<file path="src/rtl/mul_sequencer.sv">
// mul_sequencer: 32x32->64 unsigned shift-add multiplier controller.
// It owns no adder. It drives an external 32-bit adder through adder_a,
// adder_b and adder_cin, reads the sum back on adder_s, and steps through
// 32 shift-add iterations. The carry-out of the adder is rebuilt locally
// from bit 31, because the adder does not export one.
module mul_sequencer #(
  parameter int WIDTH = 32  // must match the external adder; only 32 is supported
) (
  input  logic                 clk,
  input  logic                 rst_n,
  input  logic                 start,
  input  logic [WIDTH-1:0]     op_a,
  input  logic [WIDTH-1:0]     op_b,
  output logic                 busy,
  output logic                 done,
  output logic [2*WIDTH-1:0]   product,
  output logic [WIDTH-1:0]     adder_a,
  output logic [WIDTH-1:0]     adder_b,
  output logic                 adder_cin,
  input  logic [WIDTH-1:0]     adder_s
);

  localparam int CW = $clog2(WIDTH);

  typedef enum logic [1:0] {
    IDLE = 2'd0,
    RUN  = 2'd1,
    DONE = 2'd2
  } state_t;

  state_t             state;
  state_t             next_state;
  logic [WIDTH-1:0]   m;          // latched multiplicand
  logic [2*WIDTH-1:0] p;          // {partial sum, remaining multiplier bits}
  logic [CW-1:0]      cnt;        // iteration index, 0..WIDTH-1
  logic               cout;       // carry out of the external adder
  logic               accept;     // start seen while idle
  logic               last_iter;  // this edge performs the final iteration

  assign accept    = (state == IDLE) && start;
  assign last_iter = (cnt == CW'(WIDTH - 1));

  // The adder adds the multiplicand into the upper half only when the
  // current multiplier LSB is set; otherwise it passes the upper half through.
  assign adder_a   = p[2*WIDTH-1:WIDTH];
  assign adder_b   = p[0] ? m : '0;
  assign adder_cin = 1'b0;

  // Rebuild the carry out of the MSB: a carry leaves bit 31 when both
  // inputs are set, or when exactly one is set and the sum bit came out 0.
  assign cout = (adder_a[WIDTH-1] & adder_b[WIDTH-1]) |
                ((adder_a[WIDTH-1] ^ adder_b[WIDTH-1]) & ~adder_s[WIDTH-1]);

  // The product register is observed directly; it holds after completion.
  assign product = p;

  // State register.
  always_ff @(posedge clk or negedge rst_n) begin
    if (!rst_n) begin
      state <= IDLE;
    end else begin
      state <= next_state;
    end
  end

  // Next-state logic and status outputs.
  always_comb begin
    next_state = state;
    busy       = 1'b0;
    done       = 1'b0;
    case (state)
      IDLE: begin
        if (start) begin
          next_state = RUN;
        end
      end
      RUN: begin
        busy = 1'b1;
        if (last_iter) begin
          next_state = DONE;
        end
      end
      DONE: begin
        busy       = 1'b1;
        done       = 1'b1;
        next_state = IDLE;
      end
      default: begin
        next_state = IDLE;
      end
    endcase
  end

  // Datapath: load the operands on an accepted start, then on every RUN
  // edge shift the new sum (with its carry) in from the top and drop the
  // consumed multiplier bit from the bottom.
  always_ff @(posedge clk or negedge rst_n) begin
    if (!rst_n) begin
      m   <= '0;
      p   <= '0;
      cnt <= '0;
    end else if (accept) begin
      m   <= op_a;
      p   <= {{WIDTH{1'b0}}, op_b};
      cnt <= '0;
    end else if (state == RUN) begin
      p   <= {cout, adder_s, p[WIDTH-1:1]};
      cnt <= cnt + CW'(1);
    end
  end

endmodule

</file>
<file path="config.mk">
export PLATFORM = sky130hd
export DESIGN_NAME = mul_sequencer
export DESIGN_NICKNAME = d
export VERILOG_FILES = /design/src/rtl/mul_sequencer.sv
export SDC_FILE = /design/constraint.sdc
export NUM_CORES = 1
export LEC_CHECK = 0
export BUFFER_PORTS_ARGS = -buffer_cell sky130_fd_sc_hd__buf_2
export CAP_MARGIN = 10
export CORE_MARGIN = 1
export CORE_UTILIZATION = 50
export CTS_CLUSTER_SIZE = 10
export DETAILED_ROUTE_END_ITERATION = 7
export GPL_ROUTABILITY_DRIVEN = 0
export HOLD_SLACK_MARGIN = 0.12
export PLACE_DENSITY = 0.85
export SETUP_SLACK_MARGIN = 0.15
export SYNTH_ARGS = -nofsm -noshare
export SYNTH_HDL_FRONTEND = slang
export SYNTH_SLANG_ARGS = --single-unit
export TNS_END_PERCENT = 50
</file>
<file path="constraint.sdc">
create_clock -name clk -period 3.65 [get_ports clk]
set_input_delay 0.5475 -clock clk [delete_from_list [all_inputs] [get_ports clk]]
set_output_delay 0.5475 -clock clk [all_outputs]
set_load 0.05 [all_outputs]
</file>
# Yosys cells after proc, flatten, opt, wreduce, memory -nomap -nowiden
# Index checks and enable logic that the tools add are counted.
# totals
regBits	103
input_bits	99
word_cells	30
# classes
add_sub_neg	1
n_eq_ne	5
n_mux	10
bitwise_logic	5
n_reduce_logical	5
# ops
op	n
2-to-1 mux 64 bit	2
2-to-1 mux 32 bit	1
2-to-1 mux 5 bit	2
adder 5 x 1 -> 5 bit (second input constant)	1
equality test 5 bit (second input constant)	1
2-to-1 mux 2 bit	2
inequality test 2 bit (second input constant)	2
one-hot mux 2 bit (2 select lines)	1
AND 1 bit	2
equality test 2 x 1 -> 1 bit (second input constant)	1
equality test 2 bit (second input constant)	1
zero test 2 bit	1
2-to-1 mux 1 bit	2
AND reduction 2 bit	1
nonzero test 2 bit	1
OR reduction 2 bit	1
logical AND 1 bit	1
NOT 1 bit	1
OR 1 bit	1
bitwise XOR 1 bit	1

# Longest topological paths before layout
# Gate-level depths: netlist of run 1.
# depth
ltp_word	6
depth_mapped	8
mapped_depth_nobuf	5

# Worst setup path before layout of run 1
# No wires, ideal clock.
# synth_path
path_type	flip-flop to output port
start	register p[0], in the netlist product[0]
end	output adder_b[10]
t_arrival_ns	1.360
t_required_ns	3.102
path_slack_ns	1.743
path_stages_with_launch	3
path_cell_list	dfrtp_1 -> clkbuf_1 -> and2_1
# synth_between
elab_chain_cells	1
# synth_lines
item	line_no	text
start: declaration	34	logic [2*WIDTH-1:0] p;
start signal: assignment	104	p <= {{WIDTH{1'b0}}, op_b};
start signal: assignment	107	p <= {cout, adder_s, p[WIDTH-1:1]};
2-to-1 mux 32 bit	46	assign adder_b = p[0] ? m : '0;
end: declaration	18	output logic [WIDTH-1:0] adder_b,
# Every way passes these cells.

# Final worst setup path of run 1
# layout_path
start	register p[0], in the netlist product[0]
end	output adder_b[31]
# Same word-level chain as after synthesis.

==> results of run 1 <==
[routing by layer]
metal	track usage	vias up	routed length, um
met2	0.383	148	5460
met1	0.249	1822	4420
li1	-	1880	-
met4	0.0981	0	248
met5	0	-	0
met3	0.0416	22	654
[final timing paths]
| kind | startpoint | end | slack (ns) |
|---|---|---|---|
| worst max-delay path | product[0] | adder_b[31] | 1.37 |
| worst min-delay path | rst_n | m[20] | 0.36 |
| worst max register to register | state[1] | m[28] | 1.54 |
| worst min register to register | m[7] | m[7] | 0.47 |
| max in group asynchronous | rst_n | product[35] | 2.38 |
| min in group clk | op_a[20] | m[20] | 0.37 |
[flip-flops by register name (all words and copies together), names as in the netlist]
signal / flops
product: 64
cnt: 5
state: 2
m: 32
[placed cells by master (no fill, tap or decap), drive strengths merged, types with 2 or more instances in the layout]
| cell | n |
|---|---|
| nand2 | 130 |
| inv | 7 |
| dfrtp | 103 |
| clkinvlp | 2 |
| and2 | 33 |
| mux2i | 65 |
| ha | 8 |
| clkbuf | 10 |
| nor2 | 36 |
| buf | 234 |
| a21oi | 2 |
| xor2 | 2 |
| mux2 | 2 |
| o21ai | 33 |
[critical path: stages, from the launching register on]
cell and delay (ns):
dfrtp_1 0.86, and2_1 0.25, buf_2 0.27
[per-stage QoR]
step	cell area [sq um]	hold slack, ns
6_report	6000	0.358
5_1_grt	6000	0.353
4_1_cts	5990	0.352
3_5_place_dp	5790	0.454
3_3_place_gp	5790	0.450
2_1_floorplan	4900	0.252
[cell families after synthesis]
| kind of cell | share of synthesized area |
|---|---|
| AOI/OAI and AO/OA | 0.0370 |
| muxes | 0.137 |
| adders and majority gates | 0.0204 |
| and+or+nand+nor | 0.172 |
| xor gates and xnor gates | 0.00536 |
| buffers and inverters | 0.101 |
| other | 0.000766 |
| DFF | 0.526 |
[final cells by class]
| cell class | instances | area share |
|---|---|---|
| Antenna cell | 1 | 0.000417 |
| Clock buffer | 10 | 0.0230 |
| Clock inverter | 6 | 0.0113 |
| Inverter | 5 | 0.00313 |
| Multi-Input combinational cell | 316 | 0.307 |
| Sequential cell | 103 | 0.430 |
| Tap cell | 129 | 0.0269 |
| Timing Repair Buffer | 234 | 0.198 |
==> metrics.md, run 1 <==
| Metric | Value |
|---|---|
| Status | finished clean |
| Fmax | between 400 and 500 MHz |
| Clk sinks | a little over 100 |
| Area contributors post-synth | dfrtp_1 53%, mux2i_1 13%, nand2_1 10%, buf_4 6.0%, and2_1 4.2% |
| Total GRT Usage | 0.215 |
| Ys Warns | 0 |
| Register area | around 0.0026 sq mm |
| Critical path class | reg2out |
| Final #Nets | 776 |
| Fill cells | 803 |
| Post-Syn Area per Cell | approximately 10 sq um |
| Final Non-Filler Cells | around 800 |
| CP arrival | roughly 1.7 ns |
| Netlist cell types | 24 |
| Largest net degree at the start of global routing | 83 |
| Worst setup margin | about 1.4 ns |
| Cell accounting for the most synthesized area | dfrtp_1 |
| Post-route minimum period | approximately 2.3 ns |
| Startpoint class of the critical path | flop |
| CTS tree | yes |
| Max cap viols | 0 |
| Area Growth Syn to Fin | 22.4% |
| Total gr overflow | 0 |
| Dominant synthesized flop cell | dfrtp_1 |
| Clock latency on the worst-skew pair | approximately 0.36 ns |
| RSZ-0062 raised after global routing | false |
| Bufs on Longest Clock Path | 2 |
| Multi-input gate area | 0.00184 sq mm |
| Post-synth top area share | 0.526 |
| Final Slew Violations | 0 |
| Setup WS pre-CTS | 1.56 ns |
| Rows | 35 |
| Hold buffer count at cts | 0 |
| Finish-stage setup viols | 0 |
| Drt wl/cell | roughly 13 um |
| Total negative slack | 0 ns |
| Die X | about 100 um |
| Period utilisation layout | 0.624 |
| Crit Path Max Fanout | 34 |
| Routed via count | slightly below 4000 |
| Core ar. | approximately 0.0094 sq mm |
| Synth async-reset ratio | 1.00 |
| CTS buffer count | 9 |
| H-tree depth | 3 |
| Total placed cells including tap cells | slightly below 800 |
| Post-Route WL | between 10 and 15 mm |
| Hold Crit Class | in2async |
| Initial Utilization | 0.523 |
| Cts repair resizes | 0 |
| Chip Height | between 100 and 150 um |
| Synth top cells by count | 130 x nand2_1, 103 x dfrtp_1, 65 x mux2i_1 |
| Number of synthesized register bits | 103 |
| Share of layout cells above drive strength 1 | 0.377 |
| Post-synth EDFFs | 0 |
| Initial antenna violation count | 1 |
| Slew headroom | 0.310 |
| CTS root buffer | clkbuf_8 |
| Drt pass-1 iters | 5 |
| Post-CTS Setup Bufs | 0 |
| Worst Skew | ~0.013 ns |
| Cells on worst reg2reg path | 6 |
| Final Util | 0.640 |
| Via-to-Cell Ratio | a little under 5 |
| Required time worst endpoint | a little over 3 ns |
| Vias in the first global route | approximately 3700 |
| Clock-pin slew on the worst setup and hold paths | 0.11 ns |
| DR iter-0 viols | 150 |
| Post-DP HPWL | between 7 and 8 mm |
| Worst slew pin tran | between 1 and 1.5 ns |
| First-pass GRT wire length | 17.0 mm |
| Crit end category | output pin |
| Port bufs | 228 |
| Cells after Synth | approximately 490 |
| Register area share after synthesis | 0.526 |
| Endpoints failing hold | 0 |
| Synth Cell Area | around 0.0049 sq mm |
| IO Pins | 230 |
| DRC viols | 0 |
| Syn Nets | ~590 |
| Top-count cell post-synth | nand2_1 |
| Die area | about 0.010 sq mm |
| Routed Antenna Nets | 0 |
Power of run 1 is left out: the tool's default activity adds up to more than one toggle a clock period on the data nets, which glitch-free logic cannot reach.
==> run 2: changes to the inputs <==
--- a/config.mk
+++ b/config.mk
@@ -8,12 +8,12 @@
 export BUFFER_PORTS_ARGS = -buffer_cell sky130_fd_sc_hd__buf_2
 export CAP_MARGIN = 10
 export CORE_MARGIN = 1
-export CORE_UTILIZATION = 50
+export CORE_UTILIZATION = 42
 export CTS_CLUSTER_SIZE = 10
 export DETAILED_ROUTE_END_ITERATION = 7
 export GPL_ROUTABILITY_DRIVEN = 0
 export HOLD_SLACK_MARGIN = 0.12
-export PLACE_DENSITY = 0.85
+export PLACE_DENSITY = 0.76
 export SETUP_SLACK_MARGIN = 0.15
 export SYNTH_ARGS = -nofsm -noshare
 export SYNTH_HDL_FRONTEND = slang
==> constraint.sdc (replaced) <==
create_clock -name clk -period 1.89 [get_ports clk]
set_input_delay 0.2835 -clock clk [delete_from_list [all_inputs] [get_ports clk]]
set_output_delay 0.2835 -clock clk [all_outputs]
set_load 0.05 [all_outputs]
==> run 2 against run 1 <==
Flip-flop and latch count is the same. Clock-buffer cell count up 1. Setup slack lost 1.1 ns. Sequential share of layout area down 2.0 points. Highest routed layer unchanged. First-iteration DRC count up 28%. Critical path depth up 1. Clock skew shrank 0.0055 ns. Worst hold slack got worse by 0.22 ns. Die area grew 19%. Core utilization decreased by 8.6 points.
==> metrics.md, run 2 (synthesized netlist as in run 1, its figures left out) <==
| Metric | Value |
|---|---|
| Final #Nets | 780 (+0.52%) |
| Largest net degree at the start of global routing | 54 (-35%) |
| Period utilisation layout | 0.876 |
| Hold-critical path depth | 3 |
| Final Slew Violations | 0 (unchanged) |
| Worst Skew | 0.00760 ns (-0.00552 ns) |
| Commonest non-fill, non-tap cell in the layout | buf_2 |
| Status | finished clean |
| Chip Height | 110 um (+8.9%) |
| Initial antenna violation count | 0 (-1) |
| Via-to-Cell Ratio | 4.69 (-2.6%) |
| Cells on worst reg2reg path | 5 (-1) |
| Startpoint class of the critical path | flop |
| Worst setup margin | 0.235 ns (-1.14 ns) |
| H-tree depth | 3 (unchanged) |
| Endpoints failing hold | 0 (unchanged) |
| Hold Crit Class | in2reg |
| Area Growth Syn to Fin | 28.5% |
| Rows | 39 (+11%) |
| Initial Utilization | 0.431 (-0.0919) |
| Required time worst endpoint | 1.61 ns (-1.49 ns) |
| Vias in the first global route | 3479 (-6.8%) |
| Drt pass-1 iters | 4 (-1) |
| Clock latency on the worst-skew pair | 0.33 ns (-0.03 ns) |
| Post-route minimum period | 1.66 ns |
| Post-CTS Setup Bufs | 0 (unchanged) |
| DR iter-0 viols | 192 (+28%) |
| Setup WS pre-CTS | 0.224 ns (-1.34 ns) |
| Port bufs | 228 (unchanged) |
| Share of layout cells above drive strength 1 | 0.383 (+0.00663) |
| DRC viols | 0 (unchanged) |
| Total gr overflow | 0 (unchanged) |
| Ant diodes | 0 (-1) |
| Max cap viols | 0 (unchanged) |
| Die area | 0.0121 sq mm (+19%) |
| CTS root buffer | clkbuf_16 |
| Post-DP HPWL | 7.50 mm (-3.4%) |
| Bufs on Longest Clock Path | 2 (unchanged) |
| First-pass GRT wire length | 15.9 mm (-6.4%) |
| Die X | 110 um (+8.9%) |
| Finish-stage setup viols | 0 (unchanged) |
| Routed via count | 3853 (-0.49%) |
| Clock-pin slew on the worst setup and hold paths | 0.07 ns (-0.04 ns) |
| Crit end category | output pin |
| Total GRT Usage | 0.169 (-0.0452) |
| Crit Path Max Fanout | 4 (-88%) |
| Critical path class | reg2out |
| Fmax | approximately 600 MHz |
| CP arrival | 1.37 ns (-0.36 ns) |
| Total placed cells including tap cells | 804 (+2.2%) |
| Max FFs per register | 64 (unchanged) |
| Drt wl/cell | 12.5 um (-6.6%) |
| Final Non-Filler Cells | 821 (+2.1%) |
| Routed Antenna Nets | 0 (unchanged) |
| Fill cells | 1010 (+26%) |
| Total negative slack | 0 ns (unchanged) |
| CTS tree | yes |
| CTS buffer count | 9 (unchanged) |
| Most frequent cells in the layout | 210 x buf_2, 130 x nand2_1, 102 x dfrtp_1 |
| IO Pins | 230 (unchanged) |
| Post-Route WL | 10.3 mm (-4.6%) |
| Core ar. | 0.0114 sq mm (+21%) |
| RSZ-0062 raised after global routing | true |
| Clk sinks | 103 (unchanged) |
## run 2: cell types whose count changed in the layout (fill, tap and decap cells not counted), sizes merged, moves of 2 or more
cell and change:
clkinv +2, clkbuf +18, inv -2, buf -14
## run 2: layout make-up
cell class                 instances  area, sq um  area share
timing repair buffer             238         1360       0.216
clock buffer                      11          253      0.0402
tap                              143          179      0.0284
multi-input combinational        316         1850       0.294
inverter                           5         18.8     0.00298
clock inverter                     5         56.3     0.00895
sequential                       103         2580       0.410
## run 2: final timing paths
path / from / end / slack (ns)
max in group asynchronous: rst_n / product[60] / 0.82
min in group asynchronous: rst_n / product[34] / 0.44
worst max register to register: cnt[0] / state[1] / 0.27
worst min-delay path: op_a[11] / m[11] / 0.14
worst max-delay path: state[1] / busy / 0.23
worst min register to register: m[25] / m[25] / 0.47
## run 2: worst max-delay path, stage by stage, from the launching register on
cell,delay [ns]
dfrtp_1,0.41
inv_1,0.16
ha_1,0.26
clkbuf_4,0.21
## run 2: timing repair
item,in CTS,in global routing
hold endpoints to repair,28,0
pin swaps,0,0
gates resized for setup,1,20
setup endpoints to repair,31,39
hold buffers,1,0
## run 2: per-stage QoR
step | cell area (sq um) | utilization | hold slack [ns]
after floorplan | 4900 | - | -0.0121
after global placement | 5920 | 0.520 | 0.228
after detailed placement | 5920 | 0.520 | 0.240
after CTS | 6240 | 0.549 | 0.121
after global routing | 6290 | 0.554 | 0.130
final | 6290 | 0.554 | 0.137
## run 2: metal layers
metal	up-vias	global-route usage	share of wire
li1	1894	-	-
met1	1811	0.203	0.42
met2	142	0.295	0.51
met3	6	0.0476	0.063
met4	0	0.0524	0.0072
met5	-	0	0
Power of run 2 is left out for the same reason.
